`config.mk`:
```
export PLATFORM = sky130hd
export DESIGN_NAME = hp_damage_unit_flat
export DESIGN_NICKNAME = d
export VERILOG_FILES = /design/src/rtl/hp_damage_unit_if.sv /design/src/rtl/hp_damage_unit.sv /design/src/flat_wrapper.sv
export SDC_FILE = /design/constraint.sdc
export NUM_CORES = 1
export LEC_CHECK = 0
export ABC_AREA = 1
export CORE_AREA = 2 2 48 50
export CTS_BUF_LIST = sky130_fd_sc_hd__clkbuf_16
export DETAILED_ROUTE_END_ITERATION = 7
export DIE_AREA = 0 0 50 52
export PLACE_DENSITY_LB_ADDON = 0.3
export SYNTH_ARGS = -nofsm -noshare
export SYNTH_HDL_FRONTEND = slang
export SYNTH_SLANG_ARGS = --single-unit
```
`constraint.sdc`:
```
create_clock -name clk -period 4.1 [get_ports clk]
set_clock_uncertainty 0.15 [all_clocks]
set_input_delay 0.41 -clock clk [delete_from_list [all_inputs] [get_ports clk]]
set_output_delay 0.41 -clock clk [all_outputs]
set_load 0.03 [all_outputs]
```
`src/rtl/hp_damage_unit_if.sv`:
```
// Request/response bundle between the battle control FSM (master) and the
// HP damage datapath (slave).
interface hp_damage_unit_if #(
  parameter int unsigned HP_W = 4
);
  logic            apply_damage;
  logic            active_trainer;
  logic            target;
  logic [1:0]      p_move;
  logic [1:0]      ai_move;
  logic [HP_W-1:0] p_hp;
  logic [HP_W-1:0] ai_hp;
  logic            busy;
  logic            done;
  logic            p_fainted;
  logic            ai_fainted;
  logic            overrun;

  modport master (
    output apply_damage, active_trainer, target, p_move, ai_move,
    input  p_hp, ai_hp, busy, done, p_fainted, ai_fainted, overrun
  );

  modport slave (
    input  apply_damage, active_trainer, target, p_move, ai_move,
    output p_hp, ai_hp, busy, done, p_fainted, ai_fainted, overrun
  );
endinterface

```
`src/rtl/hp_damage_unit.sv`:
```
// Player/AI HP owner: applies saturating move damage to the targeted Pokemon.
// Optional macro HP_DRAIN_EN: drain HP by 1 every DRAIN_CYCLES clocks instead of in one step.
module hp_damage_unit #(
  parameter int unsigned HP_W         = 4,
  parameter int unsigned MAX_HP       = 15,
  parameter int unsigned DRAIN_CYCLES = 4
) (
  input  logic              clk,
  input  logic              reset_n,
  hp_damage_unit_if.slave   bus
);

  typedef enum logic [1:0] {
    ST_IDLE  = 2'd0,
    ST_DRAIN = 2'd1,
    ST_DONE  = 2'd2
  } state_e;

  localparam logic [HP_W-1:0] HP_FULL = HP_W'(MAX_HP);
  localparam logic [HP_W-1:0] HP_ZERO = {HP_W{1'b0}};
  localparam logic [HP_W-1:0] HP_ONE  = {{(HP_W-1){1'b0}}, 1'b1};

  if (DRAIN_CYCLES < 1 || DRAIN_CYCLES > 15) begin : g_bad_drain_cycles
    $error("hp_damage_unit: DRAIN_CYCLES must be within 1..15");
  end

  function automatic logic [2:0] move_power(input logic [1:0] code);
    logic [2:0] pw;
    case (code)
      2'd0:    pw = 3'd1;
      2'd1:    pw = 3'd2;
      2'd2:    pw = 3'd3;
      2'd3:    pw = 3'd5;
      default: pw = 3'd1;
    endcase
    return pw;
  endfunction

  // The extra top bit of the difference flags an underflow, which clamps to zero.
  function automatic logic [HP_W-1:0] sat_sub(input logic [HP_W-1:0] hp, input logic [2:0] dmg);
    logic [HP_W:0] diff;
    diff = {1'b0, hp} - {{(HP_W-2){1'b0}}, dmg};
    if (diff[HP_W]) begin
      return HP_ZERO;
    end else begin
      return diff[HP_W-1:0];
    end
  endfunction

  state_e          state_q, state_d;
  logic            tgt_q, tgt_d;
  logic [2:0]      dmg_rem_q, dmg_rem_d;
  logic [HP_W-1:0] p_hp_q, p_hp_d;
  logic [HP_W-1:0] ai_hp_q, ai_hp_d;
  logic            busy_q, busy_d;
  logic            done_q, done_d;
  logic            p_fainted_q, p_fainted_d;
  logic            ai_fainted_q, ai_fainted_d;
  logic            overrun_q, overrun_d;
  logic [HP_W-1:0] cur_hp_s;
  logic [HP_W-1:0] new_hp_s;
`ifdef HP_DRAIN_EN
  localparam logic [3:0] DRAIN_LAST = 4'(DRAIN_CYCLES - 1);
  logic [3:0]      cnt_q, cnt_d;
`endif

  // Next-state logic for the damage FSM and the HP datapath.
  always_comb begin
    state_d      = state_q;
    tgt_d        = tgt_q;
    dmg_rem_d    = dmg_rem_q;
    p_hp_d       = p_hp_q;
    ai_hp_d      = ai_hp_q;
    busy_d       = busy_q;
    done_d       = 1'b0;
    overrun_d    = overrun_q;
    cur_hp_s     = tgt_q ? ai_hp_q : p_hp_q;
    new_hp_s     = cur_hp_s;
`ifdef HP_DRAIN_EN
    cnt_d        = cnt_q;
`endif

    case (state_q)
      ST_IDLE: begin
        if (bus.apply_damage) begin
          tgt_d     = bus.target;
          dmg_rem_d = move_power(bus.active_trainer ? bus.ai_move : bus.p_move);
          busy_d    = 1'b1;
          state_d   = ST_DRAIN;
`ifdef HP_DRAIN_EN
          cnt_d     = 4'd0;
`endif
        end else begin
          busy_d    = 1'b0;
        end
      end

      ST_DRAIN: begin
        if (bus.apply_damage) begin
          overrun_d = 1'b1;
        end else begin
          overrun_d = overrun_q;
        end
`ifdef HP_DRAIN_EN
        // A target already fainted leaves on the first drain edge with no damage.
        if (cur_hp_s == HP_ZERO) begin
          cnt_d   = 4'd0;
          state_d = ST_DONE;
          done_d  = 1'b1;
        end else if (cnt_q == DRAIN_LAST) begin
          cnt_d     = 4'd0;
          new_hp_s  = cur_hp_s - HP_ONE;
          dmg_rem_d = dmg_rem_q - 3'd1;
          if (dmg_rem_q == 3'd1 || cur_hp_s == HP_ONE) begin
            state_d = ST_DONE;
            done_d  = 1'b1;
          end else begin
            state_d = ST_DRAIN;
          end
        end else begin
          cnt_d = cnt_q + 4'd1;
        end
`else
        new_hp_s = sat_sub(cur_hp_s, dmg_rem_q);
        state_d  = ST_DONE;
        done_d   = 1'b1;
`endif
        if (tgt_q) begin
          ai_hp_d = new_hp_s;
        end else begin
          p_hp_d  = new_hp_s;
        end
      end

      ST_DONE: begin
        if (bus.apply_damage) begin
          overrun_d = 1'b1;
        end else begin
          overrun_d = overrun_q;
        end
        state_d = ST_IDLE;
        busy_d  = 1'b0;
      end

      default: begin
        state_d = ST_IDLE;
        busy_d  = 1'b0;
      end
    endcase

    p_fainted_d  = p_fainted_q  | (p_hp_d  == HP_ZERO);
    ai_fainted_d = ai_fainted_q | (ai_hp_d == HP_ZERO);
  end

  // State and output registers with synchronous active-low reset.
  always_ff @(posedge clk) begin
    if (!reset_n) begin
      state_q      <= ST_IDLE;
      tgt_q        <= 1'b0;
      dmg_rem_q    <= 3'd0;
      p_hp_q       <= HP_FULL;
      ai_hp_q      <= HP_FULL;
      busy_q       <= 1'b0;
      done_q       <= 1'b0;
      p_fainted_q  <= 1'b0;
      ai_fainted_q <= 1'b0;
      overrun_q    <= 1'b0;
`ifdef HP_DRAIN_EN
      cnt_q        <= 4'd0;
`endif
    end else begin
      state_q      <= state_d;
      tgt_q        <= tgt_d;
      dmg_rem_q    <= dmg_rem_d;
      p_hp_q       <= p_hp_d;
      ai_hp_q      <= ai_hp_d;
      busy_q       <= busy_d;
      done_q       <= done_d;
      p_fainted_q  <= p_fainted_d;
      ai_fainted_q <= ai_fainted_d;
      overrun_q    <= overrun_d;
`ifdef HP_DRAIN_EN
      cnt_q        <= cnt_d;
`endif
    end
  end

  assign bus.p_hp       = p_hp_q;
  assign bus.ai_hp      = ai_hp_q;
  assign bus.busy       = busy_q;
  assign bus.done       = done_q;
  assign bus.p_fainted  = p_fainted_q;
  assign bus.ai_fainted = ai_fainted_q;
  assign bus.overrun    = overrun_q;

endmodule
```
`src/flat_wrapper.sv`:
```
// flat-port wrapper written by rule: the top's interface ports become plain ports
module hp_damage_unit_flat 
#(
  parameter int unsigned HP_W         = 4,
  parameter int unsigned MAX_HP       = 15,
  parameter int unsigned DRAIN_CYCLES = 4
)
  (clk, reset_n, bus_apply_damage, bus_active_trainer, bus_target, bus_p_move, bus_ai_move, bus_p_hp, bus_ai_hp, bus_busy, bus_done, bus_p_fainted, bus_ai_fainted, bus_overrun);
  hp_damage_unit_if #(.HP_W(HP_W)) bus_i ();
  input  logic clk;
  input  logic reset_n;
  input wire logic [$bits(bus_i.apply_damage)-1:0] bus_apply_damage;
  input wire logic [$bits(bus_i.active_trainer)-1:0] bus_active_trainer;
  input wire logic [$bits(bus_i.target)-1:0] bus_target;
  input wire logic [$bits(bus_i.p_move)-1:0] bus_p_move;
  input wire logic [$bits(bus_i.ai_move)-1:0] bus_ai_move;
  output wire logic [$bits(bus_i.p_hp)-1:0] bus_p_hp;
  output wire logic [$bits(bus_i.ai_hp)-1:0] bus_ai_hp;
  output wire logic [$bits(bus_i.busy)-1:0] bus_busy;
  output wire logic [$bits(bus_i.done)-1:0] bus_done;
  output wire logic [$bits(bus_i.p_fainted)-1:0] bus_p_fainted;
  output wire logic [$bits(bus_i.ai_fainted)-1:0] bus_ai_fainted;
  output wire logic [$bits(bus_i.overrun)-1:0] bus_overrun;
  assign bus_i.apply_damage = bus_apply_damage;
  assign bus_i.active_trainer = bus_active_trainer;
  assign bus_i.target = bus_target;
  assign bus_i.p_move = bus_p_move;
  assign bus_i.ai_move = bus_ai_move;
  assign bus_p_hp = bus_i.p_hp;
  assign bus_ai_hp = bus_i.ai_hp;
  assign bus_busy = bus_i.busy;
  assign bus_done = bus_i.done;
  assign bus_p_fainted = bus_i.p_fainted;
  assign bus_ai_fainted = bus_i.ai_fainted;
  assign bus_overrun = bus_i.overrun;
  hp_damage_unit #(.HP_W(HP_W), .MAX_HP(MAX_HP), .DRAIN_CYCLES(DRAIN_CYCLES)) u_core (.clk(clk), .reset_n(reset_n), .bus(bus_i));
endmodule
```
### After elaboration in Yosys (flattened, before gate mapping)

Index checks and enable logic that the tools add are counted.

| storage, ports and cells | value |
|---|---|
| input bits | 9 |
| register bits after elaboration | 19 |
| word-level logic and storage cells | 39 |
| output and inout port bits | 13 |

| operators by class | value |
|---|---|
| add/subtract/negate cells | 1 |
| bitwise operators | 2 |
| eq/ne operators | 6 |
| mux-type cells | 13 |
| reduce and logical (&&, ||, !) cells | 7 |

Operators by type and width:

| kind | count |
|---|---|
| two-way mux 4 bit | 6 |
| case mux 3 bit (4 select lines) | 1 |
| zero test 4 bit | 2 |
| equality test 2 bit, second input constant | 3 |
| subtractor 4 x 3 -> 5 bit | 1 |
| equality test 2 x 1 -> 1 bit, second input constant | 2 |
| zero test 2 bit | 2 |
| two-way mux 2 bit | 2 |
| case mux 2 bit (2 select lines) | 1 |
| AND reduction 2 bit | 2 |
| two-way mux 1 bit | 2 |
| != test 2 bit, second input constant | 1 |
| bitwise OR 1 bit | 2 |
| case mux 1 bit (2 select lines) | 1 |
| OR reduction 2 bit | 1 |

### Depth between registers and ports, before layout

| depth | value |
|---|---|
| depth in word-level cells | 7 |
| gate-level depth with buffers | 15 |

### Worst setup path after synthesis

Ideal clock, no wire load.

| path | value |
|---|---|
| path type | register -> register |
| from | register u_core.ai_hp_q[0], in the netlist u_core.bus.ai_hp[0] |
| to | register u_core.ai_fainted_q, in the netlist u_core.bus.ai_fainted |
| arrival time | 1.765 ns |
| library setup time | 0.113 ns |
| stages on the path, launching flop included | 12 |
| slack | 2.072 ns |
| cell sequence | dfxtp_1 mux2i_1 ha_1 fa_1 inv_1 a21oi_1 nand2_4 nand2_2 nand2_1 o21ai_0 nand3_1 nand2_1 |

| between the ends | value |
|---|---|
| word-level cells in the longest chain between the ends | 7 |

Ends and longest elaborated chain:

| what | line | text |
|---|---|---|
| from (decl) | hp_damage_unit.sv:54 | `logic [HP_W-1:0] ai_hp_q, ai_hp_d;` |
| from (signal assigned) | hp_damage_unit.sv:176 | `ai_hp_q <= ai_hp_d;` |
| two-way mux 4 bit | hp_damage_unit.sv:77 | `cur_hp_s = tgt_q ? ai_hp_q : p_hp_q;` |
| subtractor 4 x 3 -> 5 bit | hp_damage_unit.sv:42 | `diff = {1'b0, hp} - {{(HP_W-2){1'b0}}, dmg};` |
| two-way mux 4 bit | hp_damage_unit.sv:43 | `if (diff[HP_W]) begin` |
| two-way mux 4 bit | hp_damage_unit.sv:128 | `if (tgt_q) begin` |
| two-way mux 4 bit * | hp_damage_unit.sv:83 | `case (state_q)` |
| zero test 4 bit * | hp_damage_unit.sv:152 | `ai_fainted_d = ai_fainted_q \| (ai_hp_d == HP_ZERO);` |
| bitwise OR 1 bit * | hp_damage_unit.sv:152 |  |
| to (signal assigned) | hp_damage_unit.sv:180 | `ai_fainted_q <= ai_fainted_d;` |
| to (decl) | hp_damage_unit.sv:58 | `logic ai_fainted_q, ai_fainted_d;` |

Mark *: on every way between the ends. The rest lies on a longest branch, timed or not.
A chain may end at the register's enable or synchronous reset.

### Final worst setup path

| path | value |
|---|---|
| from | register u_core.tgt_q |
| to | register u_core.p_fainted_q, in the netlist u_core.bus.p_fainted |

| between the ends | value |
|---|---|
| word-level cells in the longest chain between the ends | 7 |

Ends and longest elaborated chain:

| what | line | text |
|---|---|---|
| from (decl) | hp_damage_unit.sv:51 | `logic tgt_q, tgt_d;` |
| from (signal assigned) | hp_damage_unit.sv:173 | `tgt_q <= tgt_d;` |
| two-way mux 4 bit | hp_damage_unit.sv:77 |  |
| subtractor 4 x 3 -> 5 bit | hp_damage_unit.sv:42 |  |
| two-way mux 4 bit | hp_damage_unit.sv:43 |  |
| two-way mux 4 bit * | hp_damage_unit.sv:128 |  |
| two-way mux 4 bit * | hp_damage_unit.sv:83 |  |
| zero test 4 bit * | hp_damage_unit.sv:151 | `p_fainted_d = p_fainted_q \| (p_hp_d == HP_ZERO);` |
| bitwise OR 1 bit * | hp_damage_unit.sv:151 |  |
| to (signal assigned) | hp_damage_unit.sv:179 | `p_fainted_q <= p_fainted_d;` |
| to (decl) | hp_damage_unit.sv:57 | `logic p_fainted_q, p_fainted_d;` |

Marked as above.

==> impl_metrics.toml <==
[cts]
cts.sinks = 19
cts_tree = "done"
tritoncts.num_buffers = 3
cts_resized = 0
cts_hold_buf = 0
clkLatencyLatePin_ps = 250
clockRootBuffer = "clkbuf_16"
path_clk_slew_ps = 50
clock_path_buffers = 2
post_cts_buffers = 0
cts-htree-levels = 1

[logic_synthesis]
ys_seq_elements = 19
syn-num-nets = 155
synth_cell_types = 21
synthCells = 137
syn_area_mm2 = 0.00103
ys.warnings.count = 0
avgSynthCellArea_um2 = 7.52
seq_area_frac_synth_pct = 36.9

[cells_and_area]
nNetsFinal = 179
diodes = 0
final_cells = 188
multi_input_area_um2 = 538
design_area_mm2 = 0.00134
area_growth_pct = 30.0
postLayoutCoreUtil_pct = 63.6
drive_gt1_share_pct = 10.0
regArea_um2 = 380
fillers = 172

[placement]
port_buffers = 21
placed_area_mm2 = 0.00126
place_hpwl_mm = 1.71
post-place-ws_ps = 1780
gp_congestion = 0.876
dp.cells = 184

[sta]
worst_slack_ps = 1690
hold_viol = 0
finalSetupTns_ps = 0
period_minus_slack_ps = 2410
rsz0062_at_grt = "no"
slew_headroom_pct = 63.6
drv_slew = 0
worst_pin_slew_ps = 545
setup_viol = 0
whs_ps = 300
finalCritPeriodShare_pct = 58.8
fmax_ghz = 0.415

[global_route]
grt_max_degree = 18
grt_pass1_vias = 926
antenna_found_initial = 0
overflow = 0
track_usage_pct = 20.6
grt_pass1_wl_mm = 4.00

[route]
firstDrtPassIters = 4
drtAntennaViolNets = 0
drc = 0
drt_wl_total_mm = 2.24
drtIter0Drc = 32
vias = 924
wl_per_cell_um = 11.9
viasPerCell = 4.91

[power]
vdd_drop_max_uv = 313
seqPwrFrac_pct = 35.2
p_sw_share_pct = 34.9
p_sw_mw = 0.227
combPwrFrac_pct = 34.2
p_leak_nw = 0.661
pwr_density_cell_mw_per_mm2 = 487
intPower_mw = 0.425
power.share.clock_pct = 30.6
totalPowerFinal_mw = 0.652

[critical_path]
r2r_start = "u_core.tgt_q"
r2r_setup_slack_ps = 1690
ff2ff_path_depth = 11
reg2reg_to = "u_core.bus.p_fainted"
crit_chain = "mux2i_1 -> ha_1 -> fa_1 -> inv_1 -> nor2_1 -> nor2_1 -> nand3_1 -> nand2_1 -> nor2_1 -> nand3_1 -> nand2_1"
start_kind = "register"
crit_required_ps = 4090
crit_fanout = 7
setup.worst_path.end_class = "register"
worstPathArrival_ps = 2400
path_common_cell = "nor2_1"
critical_path_class = "register to register"
cpMaxStageDelayCell = "dfxtp_1"
critical-path-max-stage-delay_ps = 610

[die]
fp.dieW_um = 50
initial_utilization_pct = 48.9
pin_count = 22
placementRows = 17
core_mm2 = 0.00211
dieArea_mm2 = 0.00260
die_h_um = 52

[hold_path]
min_path_type = "register to register"
min_path_cells = 2
min_from = "u_core.bus.p_fainted"
whs_endpoint = "u_core.bus.p_fainted"

[run_status]
status = "finished clean"

[run]
cap_viol_max_count = 0
[sequential cells by signal, summed over array words and instances, names as in the netlist]
signal,count
u_core.bus.done,1
u_core.bus.busy,1
u_core.bus.ai_hp,4
u_core.bus.ai_fainted,1
u_core.state_q,2
u_core.dmg_rem_q,3
u_core.bus.p_fainted,1
u_core.bus.overrun,1
u_core.tgt_q,1
u_core.bus.p_hp,4
[kinds of logic (layout without fill, tap and decap cells)]
kind of cell / Yosys count / count (layout) / share of synthesized area (%)
buffers and inverters: 26 / 49 / 10.8
multiplexers: 2 / 2 / 2.07
AND/OR/NAND/NOR: 58 / 58 / 27.0
flip-flops: 19 / 19 / 36.9
adder cells (fa/ha/maj): 9 / 9 / 11.7
AO/OA/AOI/OAI: 23 / 23 / 11.5
[Yosys cell counts]
cell type / instances / share of area, %
inv_6: 1 / 0.85
inv_2: 1 / 0.36
o21ai_0: 10 / 4.9
mux2i_1: 1 / 0.97
mux2_2: 1 / 1.1
nand2_1: 29 / 11
nor2_4: 1 / 1.1
a21oi_1: 10 / 4.9
buf_2: 1 / 0.49
buf_6: 1 / 1.1
ha_1: 8 / 9.7
a21oi_2: 1 / 0.85
dfxtp_1: 19 / 37
nor2_1: 9 / 3.3
nand2_4: 4 / 4.4
or2_2: 1 / 0.61
fa_1: 1 / 1.9
nand2_2: 2 / 1.2
nand3_1: 12 / 5.8
o21ai_1: 2 / 0.97
inv_1: 22 / 8.0
[cell type report]
| class | count | area share (%) |
|---|---|---|
| repair buffers | 21 | 15.7 |
| multi-input cells | 92 | 40.2 |
| inverters | 24 | 7.10 |
| flip-flops and latches | 19 | 28.4 |
| clock inverters | 1 | 0.374 |
| clock buffers | 3 | 5.61 |
| well taps | 28 | 2.62 |
[layout by cell type (no fill, tap or decap), types with 2 or more instances in the layout]
cell | synthesis | final
o21ai_1 | 2 | 2
nand2_2 | 2 | 2
nand2_4 | 4 | 4
dfxtp_1 | 19 | 19
nand3_1 | 12 | 12
nor2_1 | 9 | 9
ha_1 | 8 | 8
nand2_1 | 29 | 29
o21ai_0 | 10 | 10
inv_1 | 22 | 22
a21oi_1 | 10 | 10
clkdlybuf4s50_1 | 0 | 21
clkbuf_16 | 0 | 3
[layer usage]
metal	global-route usage (%)	routed length, um	vias to the layer above
li1	-	-	482
met1	23.8	1010	410
met2	34.6	1070	23
met3	4.31	94	9
met4	13.0	70	0
met5	0	0	-
[critical path: cells and delay by family, from the launching register on]
kind | cells | cell delay (ps)
adder cells (fa/ha/maj) | 2 | 660
buffers and inverters | 1 | 90
flip-flops | 1 | 610
multiplexers | 1 | 170
AND/OR/NAND/NOR | 7 | 630
[worst max-delay path by stage]
stage                             to  slack, ps           startpoint
2_1_floorplan  u_core.bus.ai_fainted       2070  u_core.bus.ai_hp[0]
3_3_place_gp   u_core.bus.ai_fainted       1840         u_core.tgt_q
3_5_place_dp    u_core.bus.p_fainted       1780         u_core.tgt_q
4_1_cts         u_core.bus.p_fainted       1700         u_core.tgt_q
5_1_grt         u_core.bus.p_fainted       1550         u_core.tgt_q
6_report        u_core.bus.p_fainted       1690         u_core.tgt_q
[power groups by stage]
stage | sequential (mW) | combinational, mW | clock [mW]
final | 0.229 | 0.223 | 0.199
after global routing | 0.232 | 0.253 | 0.208
after CTS | 0.229 | 0.223 | 0.202
after detailed placement | 0.233 | 0.218 | 0
after global placement | 0.232 | 0.214 | 0
after floorplan | 0.253 | 0.135 | 0
Power figures use the tool's default switching activity.
